## config.mk

```make
export PLATFORM = sky130hd
export DESIGN_NAME = iob_bus_arbiter_flat
export DESIGN_NICKNAME = d
export VERILOG_FILES = /design/src/rtl/iob_bus_arbiter_pkg.sv /design/src/rtl/iob_bus_arbiter_if.sv /design/src/rtl/iob_rr_pick.sv /design/src/rtl/iob_bus_arbiter.sv /design/src/flat_wrapper.sv
export SDC_FILE = /design/constraint.sdc
export NUM_CORES = 1
export LEC_CHECK = 0
export BUFFER_PORTS_ARGS = -buffer_cell sky130_fd_sc_hd__clkbuf_2
export CORE_AREA = 2 2 120 122
export DETAILED_ROUTE_END_ITERATION = 6
export DIE_AREA = 0 0 122 124
export GPL_TIMING_DRIVEN = 1
export HOLD_SLACK_MARGIN = 0.03
export PLACE_DENSITY = 0.57
export RECOVER_POWER = 50
export SYNTH_ARGS = -nofsm -noshare
export SYNTH_HDL_FRONTEND = slang
export SYNTH_SLANG_ARGS = --single-unit
```

## constraint.sdc

```tcl
create_clock -name clk -period 0.95 [get_ports clk]
set_input_delay 0.0475 -clock clk [delete_from_list [all_inputs] [get_ports clk]]
set_output_delay 0.0475 -clock clk [all_outputs]
set_load 0.1 [all_outputs]
```

## src/rtl/iob_bus_arbiter_pkg.sv

```systemverilog
// Shared definitions for the IOb N-to-1 bus arbiter: packed field layout, widths, state encoding.
package iob_bus_arbiter_pkg;

    // Arbiter state: a grant is either open (Busy) or not (Idle).
    typedef enum logic {
        Idle = 1'b0,
        Busy = 1'b1
    } arb_state_e;

    // Request slice {valid, address, wdata, wstrb}.
    function automatic int unsigned req_w(input int unsigned addr_w, input int unsigned data_w);
        return 1 + addr_w + data_w + data_w / 8;
    endfunction

    // Response slice {rdata, ready}.
    function automatic int unsigned resp_w(input int unsigned data_w);
        return data_w + 1;
    endfunction

    // Index width for n requesters, never below one bit.
    function automatic int unsigned idx_w(input int unsigned n);
        return (n > 1) ? $clog2(n) : 1;
    endfunction

    // Bit positions inside one request slice.
    function automatic int unsigned req_valid_bit(input int unsigned addr_w,
                                                  input int unsigned data_w);
        return req_w(addr_w, data_w) - 1;
    endfunction

    function automatic int unsigned req_addr_lsb(input int unsigned data_w);
        return data_w + data_w / 8;
    endfunction

    function automatic int unsigned req_wdata_lsb(input int unsigned data_w);
        return data_w / 8;
    endfunction

    // Bit positions inside one response slice.
    localparam int unsigned RespReadyBit = 0;
    localparam int unsigned RespRdataLsb = 1;

endpackage

```

## src/rtl/iob_bus_arbiter_if.sv

```systemverilog
// IOb bus bundle between N requesting masters, the arbiter and the shared slave.
interface iob_bus_arbiter_if #(
    parameter int unsigned N_MASTERS = 2,
    parameter int unsigned ADDR_W    = 32,
    parameter int unsigned DATA_W    = 32
) ();

    localparam int unsigned REQ_W  = iob_bus_arbiter_pkg::req_w(ADDR_W, DATA_W);
    localparam int unsigned RESP_W = iob_bus_arbiter_pkg::resp_w(DATA_W);

    logic [N_MASTERS*REQ_W-1:0]  m_req;
    logic [N_MASTERS*RESP_W-1:0] m_resp;
    logic [REQ_W-1:0]            s_req;
    logic [RESP_W-1:0]           s_resp;

    // Environment side: drives master requests and the slave response.
    modport master (
        output m_req,
        output s_resp,
        input  m_resp,
        input  s_req
    );

    // Arbiter side: a slave to the requesting masters, forwarding to the shared slave.
    modport slave (
        input  m_req,
        input  s_resp,
        output m_resp,
        output s_req
    );

endinterface

```

## src/rtl/iob_rr_pick.sv

```systemverilog
// Round-robin pick: first set request at or above ptr, wrapping modulo N.
module iob_rr_pick
    import iob_bus_arbiter_pkg::*;
#(
    parameter int unsigned N = 2,
    localparam int unsigned IDX_W = idx_w(N)
) (
    input  logic [N-1:0]     req,
    input  logic [IDX_W-1:0] ptr,
    output logic [IDX_W-1:0] winner,
    output logic             any_req
);

    // Scan from farthest to nearest offset so the closest set request wins last.
    always_comb begin
        winner  = '0;
        any_req = |req;
        for (int k = N - 1; k >= 0; k--) begin
            if (req[(int'(ptr) + k) % N]) begin
                winner = IDX_W'((int'(ptr) + k) % N);
            end
        end
    end

endmodule

```

## src/rtl/iob_bus_arbiter.sv

```systemverilog
// N-master to 1-slave IOb arbiter: round-robin, registered grant held for a whole transaction,
// optional watchdog that force-completes a transaction the slave never answers.
module iob_bus_arbiter
    import iob_bus_arbiter_pkg::*;
#(
    parameter int unsigned N_MASTERS = 2,
    parameter int unsigned ADDR_W    = 32,
    parameter int unsigned DATA_W    = 32,
    parameter int unsigned TIMEOUT   = 0
) (
    input  logic                           clk,
    input  logic                           rst,
    iob_bus_arbiter_if.slave               bus,
    output logic [idx_w(N_MASTERS)-1:0]    gnt,
    output logic                           busy,
    output logic                           timeout_err
);

    localparam int unsigned REQ_W  = req_w(ADDR_W, DATA_W);
    localparam int unsigned RESP_W = resp_w(DATA_W);
    localparam int unsigned IDX_W  = idx_w(N_MASTERS);
    localparam int unsigned CNT_W  = (TIMEOUT > 1) ? $clog2(TIMEOUT) : 1;

    arb_state_e       state_q, state_d;
    logic [IDX_W-1:0] gnt_q, gnt_d;
    logic [IDX_W-1:0] rr_ptr_q, rr_ptr_d;
    logic [CNT_W-1:0] cnt_q, cnt_d;

    logic [REQ_W-1:0]     req_arr [N_MASTERS];
    logic [N_MASTERS-1:0] m_valid;
    logic [IDX_W-1:0]     pick;
    logic                 any_req;
    logic                 s_ready;
    logic                 wd_fire;

    for (genvar i = 0; i < N_MASTERS; i++) begin : g_unpack
        assign req_arr[i] = bus.m_req[i*REQ_W +: REQ_W];
        assign m_valid[i] = req_arr[i][req_valid_bit(ADDR_W, DATA_W)];
    end

    assign s_ready = bus.s_resp[RespReadyBit];

    iob_rr_pick #(
        .N (N_MASTERS)
    ) u_pick (
        .req     (m_valid),
        .ptr     (rr_ptr_q),
        .winner  (pick),
        .any_req (any_req)
    );

    // Watchdog fires in the TIMEOUT-th busy cycle unless the slave answers in that same cycle.
    if (TIMEOUT > 0) begin : g_wd
        assign wd_fire = (state_q == Busy) && !s_ready && (cnt_q == CNT_W'(TIMEOUT - 1));
    end else begin : g_no_wd
        assign wd_fire = 1'b0;
    end

    // Next-state: grant on any request in Idle; release on slave ready or watchdog.
    always_comb begin
        state_d  = state_q;
        gnt_d    = gnt_q;
        rr_ptr_d = rr_ptr_q;
        cnt_d    = cnt_q;
        unique case (state_q)
            Idle: begin
                if (any_req) begin
                    state_d = Busy;
                    gnt_d   = pick;
                    cnt_d   = '0;
                end
            end
            Busy: begin
                if (s_ready || wd_fire) begin
                    state_d  = Idle;
                    rr_ptr_d = (gnt_q == IDX_W'(N_MASTERS - 1)) ? '0 : gnt_q + IDX_W'(1);
                end else if (TIMEOUT > 0) begin
                    cnt_d = cnt_q + CNT_W'(1);
                end
            end
            default: state_d = Idle;
        endcase
    end

    // Bus routing: only the granted master is connected; a watchdog completion is synthesised.
    always_comb begin
        bus.s_req   = '0;
        bus.m_resp  = '0;
        timeout_err = 1'b0;
        if (state_q == Busy) begin
            bus.s_req = req_arr[gnt_q];
            if (wd_fire) begin
                bus.s_req[req_valid_bit(ADDR_W, DATA_W)] = 1'b0;
                timeout_err = 1'b1;
            end
            for (int i = 0; i < N_MASTERS; i++) begin
                if (IDX_W'(i) == gnt_q) begin
                    bus.m_resp[i*RESP_W +: RESP_W] = wd_fire ? RESP_W'(1) : bus.s_resp;
                end
            end
        end
    end

    // State registers with asynchronous active-low reset; reset abandons any transaction.
    always_ff @(posedge clk or negedge rst) begin
        if (!rst) begin
            state_q  <= Idle;
            gnt_q    <= '0;
            rr_ptr_q <= '0;
            cnt_q    <= '0;
        end else begin
            state_q  <= state_d;
            gnt_q    <= gnt_d;
            rr_ptr_q <= rr_ptr_d;
            cnt_q    <= cnt_d;
        end
    end

    assign gnt  = gnt_q;
    assign busy = (state_q == Busy);

endmodule

```

## src/flat_wrapper.sv

```systemverilog
// flat-port wrapper written by rule: the top's interface ports become plain ports
module iob_bus_arbiter_flat import iob_bus_arbiter_pkg::*;
#(
    parameter int unsigned N_MASTERS = 2,
    parameter int unsigned ADDR_W    = 32,
    parameter int unsigned DATA_W    = 32,
    parameter int unsigned TIMEOUT   = 0
)
  (clk, rst, gnt, busy, timeout_err, bus_m_req, bus_s_resp, bus_m_resp, bus_s_req);
  iob_bus_arbiter_if #(.N_MASTERS(N_MASTERS), .ADDR_W(ADDR_W), .DATA_W(DATA_W)) bus_i ();
  input  logic clk;
  input  logic rst;
  output logic [idx_w(N_MASTERS)-1:0] gnt;
  output logic busy;
  output logic timeout_err;
  input wire logic [$bits(bus_i.m_req)-1:0] bus_m_req;
  input wire logic [$bits(bus_i.s_resp)-1:0] bus_s_resp;
  output wire logic [$bits(bus_i.m_resp)-1:0] bus_m_resp;
  output wire logic [$bits(bus_i.s_req)-1:0] bus_s_req;
  assign bus_i.m_req = bus_m_req;
  assign bus_i.s_resp = bus_s_resp;
  assign bus_m_resp = bus_i.m_resp;
  assign bus_s_req = bus_i.s_req;
  iob_bus_arbiter #(.N_MASTERS(N_MASTERS), .ADDR_W(ADDR_W), .DATA_W(DATA_W), .TIMEOUT(TIMEOUT)) u_core (.clk(clk), .rst(rst), .bus(bus_i), .gnt(gnt), .busy(busy), .timeout_err(timeout_err));
endmodule
```

# Yosys cells after proc, flatten, opt, wreduce, memory -nomap -nowiden
# Cells that the tools add are included.
[word_totals]
out_inout_bits = 138
word_cells = 30
inputBits = 173
ram_bits = 0
latch_bits = 0
mem_bits_ro = 0
regBits = 3
memories = 0
[classes]
n_bitwise = 2
div = 0
n_lt_le_gt_ge = 3
shifts = 0
reduce_logical = 3
mux = 17
mul = 0
n_eq_ne = 0
addsub = 2
[op_table]
columns = ["op", "n"]
rows = [
  ["2-to-1 mux 69 bit", 4],
  ["2-to-1 mux 33 bit", 2],
  ["2-to-1 mux 66 bit", 1],
  ["2-to-1 mux 1 bit", 9],
  ["< comparator 1 x 2 -> 1 bit, second input constant", 2],
  ["AND reduction 2 bit", 2],
  ["adder 1 bit, second input constant", 2],
  ["greater-or-equal comparator 2 bit, second input constant", 1],
  ["NOT 1 -> 2 bit", 1],
  ["one-hot mux 1 bit (2 select lines)", 1],
  ["OR reduction 2 bit", 1],
  ["NOT 1 bit", 1],
]

# Depth between registers and ports, before layout
# Gate-level depths: netlist of the first run.
[depth]
word_depth = 5
ltp_mapped = 5

# By module
# From an unflattened synthesis of the first run, not the netlist that was laid out.
[hier_totals]
cells_unflattened = 246
hier_area_um2 = 1860.5
[by_module_without_submodules]
columns = ["module", "seq_area_each_um2", "instances", "area_each_um2", "cells_each"]
rows = [
  ["iob_bus_arbiter", 75.1, 1, 1843.0, 243],
  ["iob_rr_pick", 0.0, 1, 17.5, 3],
]

# Worst setup path after synthesis of the first run
# OpenSTA, ideal clock, no wires.
[synth_timing]
path_type = "flip-flop to output port"
from = "reg u_core.gnt_q, in the netlist u_core.gnt"
to = "out bus_s_req[46]"
n_path_buf = 3
path_slack_ns = -1.999
t_arrival_ns = 2.902
stages_incl_launch_ff = 6
cell_sequence = "dfrtp_1 > buf_4 > buf_6 > buf_12 > mux2i_1 > nor2b_1"
[synth_via]
elab_chain_cells = 5
[synth_rtl]
columns = ["element", "line", "source"]
rows = [
  ["from (decl)", "iob_bus_arbiter.sv:25", "logic [IDX_W-1:0] gnt_q, gnt_d;"],
  ["from (signal assigned)", "iob_bus_arbiter.sv:113", "gnt_q <= gnt_d;"],
  ["NOT 1 -> 2 bit (not written as such)", "iob_bus_arbiter.sv:91", "bus.s_req = req_arr[gnt_q];"],
  ["2-to-1 mux 69 bit (not written as such) (3 in series)", "iob_bus_arbiter.sv:91", ""],
  ["2-to-1 mux 69 bit", "iob_bus_arbiter.sv:90", "if (state_q == Busy) begin"],
  ["to (decl)", "flat_wrapper.sv:19", "output wire logic [$bits(bus_i.s_req)-1:0] bus_s_req;"],
]
# Every way passes these cells. The select of a mux whose other input is x is not followed.

# Worst setup path after layout of the first run
[layout_timing]
from = "reg u_core.gnt_q, in the netlist u_core.gnt"
to = "out bus_s_req[54]"
# Same word-level chain as after synthesis.

==> run_results.csv, run 1 <==
group,metric,value,unit
timing,fmax,0.624,GHz
clock_tree,insertion_delay,230,ps
drt,wirelength,11200,um
timing,setup_slack,-654,ps
grt,gr-total-overflow,0,
grt,antenna_found_initial,0,
die,die_h,124,um
clock_tree,htreeDepth,1,
drt,wl_per_cell,15.4,um
die,core,13700,um2
power_and_ir_drop,switchingPower,9.27,mW
clock_tree,clkSinkCount,3,
yosys,synth.area.top_cells,"mux2i_1 37%, nor2b_1 24%, and3_1 11%, and2_1 10%, dfrtp_1 4.1%",
power_and_ir_drop,intPower,6.50,mW
setup_path,crit_type,"reg -> out",
power_and_ir_drop,p_leak,3.37,nW
timing,setup_viol_count_final,140,
grt,grt_usage,13.6,%
power_and_ir_drop,pwr-share-comb,94.2,%
grt,grt_pass1_wl,16500,um
clock_tree,clock-root-buffer,"clkbuf_16",
power_and_ir_drop,ir_worst_vdd,1.01,mV
timing,min_period_over_period,169,%
drt,dr.pass1.iters,2,
power_and_ir_drop,switching_share,58.8,%
final_layout,diodes,0,
final_layout,finalNonFillerCells,730,
final_layout,syn_to_final_growth,268,%
drt,vias,3009,
power_and_ir_drop,power_density,2310,nW/um2
timing,fin_crit,1600,ps
yosys,synth_warnings,0,
yosys,netlist.area_leader.share,37.3,%
yosys,yosys.area.top_type,"mux2i_1",
die,fp.dieArea,15100,um2
setup_path,cp.arrival,1560,ps
clock_tree,clkSlewWorstSetupHoldPaths,30,ps
clock_tree,cts_buffer_depth,2,
drt,drtIter0Drc,30,
place,gp_congestion,0.772,
die,die_width,122,um
grt,grt_max_degree,34,
setup_path,required,900,ps
run_status,violations,"setup timing",
timing,rsz0062_at_grt,"true",
flow_run,cap_violations,0,
run_status,status,"complete, but fails checks",
timing,fin_setup_tns,-82720,ps
clock_tree,tritoncts,"built",
setup_path,regToRegSetupSlack,-260,ps
final_layout,layout.nets,724,
yosys,syn_area,1850,um2
yosys,ys_types,18,
place,preCtsSetupSlack,-439,ps
timing,finalMaxSlewViolations,0,
yosys,netlist_instances,245,
power_and_ir_drop,pwr-share-clk,4.4,%
place,dp_hpwl,9600,um
final_layout,utilization,49.7,%
place,portBuffers,309,
place,dpl.cell_count,721,
yosys,syn_avg_cell_area,7.56,um2
die,ioPinCount,311,
drt,avgViaCountPerCell,4.12,
hold_path,hp-class,"in -> reg",
yosys,synthesis.nets,418,
die,num_rows,43,
power_and_ir_drop,seqPwrFrac,1.4,%
drt,route.detailed.drc,0,
drt,ant_nets,0,
grt,grt_pass1_vias,3247,
yosys,synth-seq-area-share,4.05,%
final_layout,drive_above_1_share,92.9,%
clock_tree,cts-buffers-inserted,3,
setup_path,cp-end-kind,"primary output",
die,start_util,13.5,%
setup_path,worstSetupStartpointType,"flop",
setup_path,crit_fanout,33,
yosys,synth.ff_latch_count,3,
timing,skew,2.11,ps
timing,hold_viol_final,0,
## per-layer routing
layer / GRT usage (%) / up-vias / wire [um] / share of wire [%]
met5: 0 / - / 0 / 0
met2: 28.5 / 186 / 6260 / 56
met1: 13.0 / 1382 / 3570 / 32
li1: - / 1435 / - / -
met4: 2.30 / 0 / 87 / 0.78
met3: 4.40 / 6 / 1290 / 12
## path summary, 6_finish.rpt
path,cells after the start,start,end
max reg2reg,3,u_core.busy,u_core.rr_ptr_q
min,3,bus_m_req[137],u_core.gnt
min in group asynchronous,2,rst,u_core.gnt
max,4,u_core.gnt,bus_s_req[54]
min reg2reg,1,u_core.rr_ptr_q,u_core.rr_ptr_q
max in group asynchronous,2,rst,u_core.busy
## registers in the layout, indices dropped and copies added, names as in the netlist
name	cells
u_core.rr_ptr_q	1
u_core.gnt	1
u_core.busy	1
## worst max-delay path, cell delays in order, from the launching register on
cell	delay, ps
dfrtp_4	480
buf_16	230
mux2i_2	320
nor2b_4	80
buf_12	170
## stage by stage
step	instance area (um2)	power, mW	hold slack (ps)
CTS	6740	15.8	96.6
finish	6820	15.8	93.4
global placement	6470	14.6	-152
detailed placement	6470	14.7	-151
global route	6820	16.2	126
floorplan	2730	10.0	-248
## layout by cell type (no fill, tap or decap), drive strengths merged
cell         Yosys  layout
dfrtp            3       3
mux2i           69      69
a22o             1       1
bufbuf           0       1
nand2            3       3
and2            31      31
clkbuf          15     176
a2bb2oi          1       1
conb             1       1
nor2b           72      72
dlygate4sd3      0       1
and3            33      33
nor2             2       2
buf             13     155
o31a             1       1
## cells by family after synthesis
| logic type | count (synthesis) | share of synthesized area (%) |
|---|---|---|
| buffers and inverters | 28 | 9.93 |
| DFF | 3 | 4.05 |
| AOI/OAI and AO/OA | 3 | 1.42 |
| and+or+nand+nor | 141 | 47.1 |
| other | 1 | 0.203 |
| muxes | 69 | 37.3 |
## Yosys cell counts, drive strengths merged
cell     number
o31a          1
buf          13
nor2b        72
clkbuf       15
mux2i        69
a2bb2oi       1
nor2          2
dfrtp         3
conb          1
a22o          1
nand2         3
and3         33
and2         31
## area by class of cell
class,instances,area [um2]
clock buffers,4,78.8
multi-input cells,214,2540
well taps,180,225
fillers,1189,6900
flip-flops and latches,3,82.6
repair buffers,329,3890
## power groups by stage
stage | Clock [mW] | Combinational, mW | Sequential (mW)
4_1_cts | 0.698 | 14.8 | 0.236
3_3_place_gp | 0 | 14.4 | 0.216
6_report | 0.686 | 14.9 | 0.222
2_1_floorplan | 0 | 9.74 | 0.304
5_1_grt | 0.709 | 15.3 | 0.227
3_5_place_dp | 0 | 14.5 | 0.218
## what timing repair did
item,in CTS,in global routing
endpoints found under the setup margin,140,140
setup buffers,0,2
pin swaps,0,1
hold buffers,1,0
gates cloned,2,0
endpoints found under the hold margin,3,0
gates resized for setup,31,14
Note: power is estimated with default switching activity, not from simulation.
==> run 2: changes to the inputs <==
REMOVE_ABC_BUFFERS = 1   (was default)
==> run 2 against run 1 <==
- sequential share of layout area is essentially flat
- sequential cell count is the same
- hold slack gained 2.9 ps
- first-iteration DRC count grew 50%
- sequential power shrank 13%
- clock power shrank 3.4%
- critical endpoint is now bus_s_req[18]
- largest cell class unchanged
- maximum frequency shrank 2.9%
- power shrank 0.94%
- die area is the same
- the flow still finishes with violations (setup timing)
- cell area shrank 3.5%
- non-clock buffer count grew 15
==> run_results.csv, run 2 (same netlist as run 1, synthesis figures left out) <==
group,metric,value,unit
clock_tree,clkSlewWorstSetupHoldPaths,30,ps
die,start_util,13.5,%
clock_tree,htreeDepth,1,
place,dpl.cell_count,715,
place,gp_congestion,0.827,
setup_path,cp-end-kind,"primary output",
die,die_h,124,um
final_layout,final_cell_mix,"171 x clkbuf_2, 138 x buf_12, 67 x mux2i_1, 37 x nor2b_2, 34 x nor2b_1",
grt,grt_max_degree,54,
drt,vias,3041,
drt,wl_per_cell,16.5,um
die,ioPinCount,311,
timing,skew,1.48,ps
die,fp.dieArea,15100,um2
drt,route.detailed.drc,0,
grt,grt_pass1_vias,2880,
drt,wirelength,12300,um
grt,antenna_found_initial,0,
timing,setup_viol_count_final,140,
place,portBuffers,309,
timing,fin_crit,1650,ps
drt,dr.pass1.iters,4,
drt,ant_nets,0,
setup_path,crit_fanout,9,
clock_tree,cts_buffer_depth,2,
timing,setup_slack,-701,ps
final_layout,finalNonFillerCells,745,
flow_run,cap_violations,0,
setup_path,cpPeakStageDelay,480,ps
final_layout,layout.nets,739,
timing,min_period_over_period,174,%
setup_path,crit_chain,"buf_12, clkbuf_16, mux2i_1, nor2b_1, buf_12",
setup_path,cp.buffers_inverters,3,
setup_path,cp_top_family,"buffers and inverters",
grt,grt_pass1_wl,14700,um
clock_tree,cts-buffers-inserted,3,
die,num_rows,43,
clock_tree,insertion_delay,220,ps
final_layout,syn_to_final_growth,255,%
clock_tree,clock-root-buffer,"clkbuf_16",
place,preCtsSetupSlack,-496,ps
timing,finalMaxSlewViolations,0,
setup_path,cpMostUsedCell,"buf_12",
power_and_ir_drop,power,15.6,mW
drt,avgViaCountPerCell,4.08,
hold_path,hp-class,"in -> reg",
place,dp_hpwl,8700,um
power_and_ir_drop,p_leak,3.22,nW
place,place_area,5630,um2
clock_tree,clkSinkCount,3,
die,core,13700,um2
clock_tree,tritoncts,"built",
setup_path,crit_type,"reg -> out",
grt,gr-total-overflow,0,
final_layout,diodes,0,
final_layout,nFillCells,1247,
run_status,violations,"setup timing",
timing,rsz0062_at_grt,"true",
timing,holdWs,96.4,ps
drt,drtIter0Drc,45,
timing,fmax,0.606,GHz
run_status,status,"complete, but fails checks",
setup_path,required,900,ps
setup_path,worstSetupStartpointType,"flop",
power_and_ir_drop,ir_worst_vdd,1.25,mV
timing,hold_viol_final,0,
final_layout,stdcell_area,6580,um2
final_layout,final_common_cell,"clkbuf_2",
die,die_width,122,um
power_and_ir_drop,power_density,2380,nW/um2
final_layout,drive_above_1_share,80.2,%
setup_path,slowest_stage,"dfrtp_4",
setup_path,cp.arrival,1600,ps
grt,grt_usage,12.1,%
## run 2: final cells by class
class / count / area (um2) / share of cell area [%]
clock buffer: 4 / 78.8 / 1.20
multi-input combinational: 214 / 1950 / 29.7
sequential: 3 / 80.1 / 1.22
tap: 180 / 225 / 3.42
timing repair buffer: 344 / 4240 / 64.5
## run 2: power breakdown
group | switching, mW | total, mW | internal, mW
Clock | 0.110 | 0.663 | 0.553
Sequential | 0.0283 | 0.194 | 0.165
Combinational | 9.02 | 14.8 | 5.75
Total | 9.15 | 15.6 | 6.47
## run 2: final timing paths
kind | slack [ps] | cells after the start | end | startpoint
min reg2reg | 510 | 1 | u_core.rr_ptr_q | u_core.rr_ptr_q
max in group asynchronous | 550 | 2 | u_core.gnt | rst
min in group asynchronous | 200 | 2 | u_core.rr_ptr_q | rst
min | 100 | 3 | u_core.gnt | bus_m_req[137]
max | -700 | 5 | bus_s_req[18] | u_core.gnt
max reg2reg | -340 | 6 | u_core.gnt | u_core.busy
## run 2: worst min-delay path, delay by kind of cell
kind            cells  cell delay (ps)
simple gates        1               60
compound gates      1               60
buf+inv             1              110
## run 2: routing by layer
| metal | wire length [um] | part of all wire (%) | global-route usage [%] |
|---|---|---|---|
| met5 | 0 | 0 | 0 |
| met4 | 35 | 0.28 | 1.08 |
| met3 | 1110 | 9.1 | 3.11 |
| met2 | 7010 | 57 | 25.6 |
| met1 | 4120 | 34 | 12.2 |
## run 2: stage by stage
stage	util [%]	TNS, ps
floorplan	-	-531150
global placement	41.0	-48770
detailed placement	41.0	-50970
CTS	43.0	-84000
global route	47.9	-92410
finish	47.9	-86440
## run 2: what timing repair did
action / CTS / global route
endpoints found under the setup margin: 140 / 140
cloned: 2 / 13
pin swaps: 1 / 1
endpoints found under the hold margin: 3 / 0
gates resized for setup: 23 / 110
buffers inserted: 5 / 6
hold buffers: 1 / 0
==> run 3: changes to the inputs <==
SKIP_CTS_REPAIR_TIMING = 1   (was default)
==> run 3 against run 2 <==
- the flow still finishes with violations (setup timing)
- core utilization fell by 1.4 points
- worst setup slack gained 3.5 ps
- hold slack worse by 4.1 ps
- critical path type unchanged
==> run_results.csv, run 3 (same netlist as run 1, synthesis figures left out) <==
group,metric,value,unit
power_and_ir_drop,power_density,2390,nW/um2
timing,fmax,0.607,GHz
clock_tree,htreeDepth,1,
drt,ant_nets,0,
clock_tree,clkSlewWorstSetupHoldPaths,30,ps
place,gp_congestion,0.827,
clock_tree,cts_buffer_depth,2,
timing,hold_viol_final,0,
setup_path,ff2ff_path_depth,6,
setup_path,worstSetupStartpointType,"flop",
final_layout,nFillCells,1263,
drt,route.detailed.drc,0,
grt,grt_usage,11.5,%
setup_path,crit_type,"reg -> out",
timing,min_period_over_period,173,%
die,core,13700,um2
die,num_rows,43,
final_layout,area.sequential,80.1,um2
timing,rsz0062_at_grt,"true",
power_and_ir_drop,ir_worst_vdd,1.13,mV
final_layout,stdcell_area,6390,um2
timing,holdWs,92.3,ps
grt,antenna_found_initial,0,
place,dp_hpwl,8700,um
final_layout,syn_to_final_growth,245,%
die,fp.dieArea,15100,um2
timing,finalMaxSlewViolations,0,
die,ioPinCount,311,
clock_tree,clkSinkCount,3,
setup_path,cp-end-kind,"primary output",
setup_path,cpPeakStageDelay,480,ps
setup_path,cp_top_family,"buffers and inverters",
grt,grt_max_degree,56,
drt,avgViaCountPerCell,4.04,
drt,drtIter0Drc,82,
setup_path,cp.buffers_inverters,4,
die,die_h,124,um
setup_path,crit_chain,"buf_12, nor2b_4, buf_12, buf_6, and2_1, buf_12",
power_and_ir_drop,p_leak,3.17,nW
setup_path,slowest_stage,"dfrtp_4",
drt,wl_per_cell,15.8,um
clock_tree,tritoncts,"built",
run_status,status,"complete, but fails checks",
final_layout,diodes,0,
final_layout,multi_input_area,1880,um2
die,die_width,122,um
grt,grt_pass1_vias,2799,
drt,dr.pass1.iters,4,
timing,skew,1.80,ps
setup_path,crit_fanout,7,
drt,wirelength,11700,um
setup_path,required,900,ps
final_layout,layout.nets,731,
final_layout,final_cell_mix,"171 x clkbuf_2, 137 x buf_12, 66 x mux2i_1, 37 x nor2b_2, 34 x nor2b_1",
flow_run,cap_violations,0,
timing,fin_crit,1650,ps
clock_tree,insertion_delay,220,ps
timing,setup_slack,-697,ps
die,start_util,13.5,%
drt,vias,2981,
hold_path,hold_depth,3,
final_layout,drive_above_1_share,77.2,%
setup_path,cpMostUsedCell,"buf_12",
timing,setup_viol_count_final,140,
clock_tree,cts-buffers-inserted,3,
hold_path,hp-class,"in -> reg",
grt,grt_pass1_wl,14000,um
setup_path,crit_cells,6,
place,place_area,5630,um2
clock_tree,clock-root-buffer,"clkbuf_16",
place,portBuffers,309,
final_layout,final_common_cell,"clkbuf_2",
final_layout,utilization,46.6,%
run_status,violations,"setup timing",
grt,gr-total-overflow,0,
timing,fin_setup_tns,-83710,ps
setup_path,cp.arrival,1600,ps
run 3: worst min-delay path: cells and delay by family:
kind | cells | cell delay (ps)
AOI/OAI and AO/OA | 1 | 60
buffers and inverters | 1 | 110
and+or+nand+nor | 1 | 60
run 3: worst paths after layout:
check	from	endpoint	slack, ps
min in group asynchronous	rst	u_core.rr_ptr_q	200
worst max-delay path	u_core.gnt	bus_m_resp[8]	-700
worst min-delay path	bus_m_req[137]	u_core.gnt	90
max in group asynchronous	rst	u_core.gnt	550
worst max register to register	u_core.gnt	u_core.rr_ptr_q	-370
worst min register to register	u_core.rr_ptr_q	u_core.rr_ptr_q	510
run 3: per-layer routing:
metal  GRT usage (%)  wire (um)  vias up
li1                -          -     1454
met1            11.9       3900     1343
met2            23.8       6590      178
met3            2.93       1060        6
met4            1.08        112        0
met5               0          0        -
run 3: power by group:
group / switching, mW / internal [mW] / total (mW)
clock: 0.110 / 0.553 / 0.663
sequential: 0.0336 / 0.165 / 0.199
combinational: 8.90 / 5.51 / 14.4
run 3: cell type report:
type                            instances  area share, %
Clock buffer                            4           1.23
Multi-Input combinational cell        214           29.5
Timing Repair Buffer                  336           64.5
Tap cell                              180           3.53
Sequential cell                         3           1.25
run 3: metrics by stage:
stage          setup slack, ps  cells  power [mW]
2_1_floorplan            -4090    217        6.52
3_3_place_gp              -460    715        13.3
3_5_place_dp              -496    715        13.4
4_1_cts                   -729    719        14.0
5_1_grt                   -745    737        15.7
6_report                  -697    737        15.3
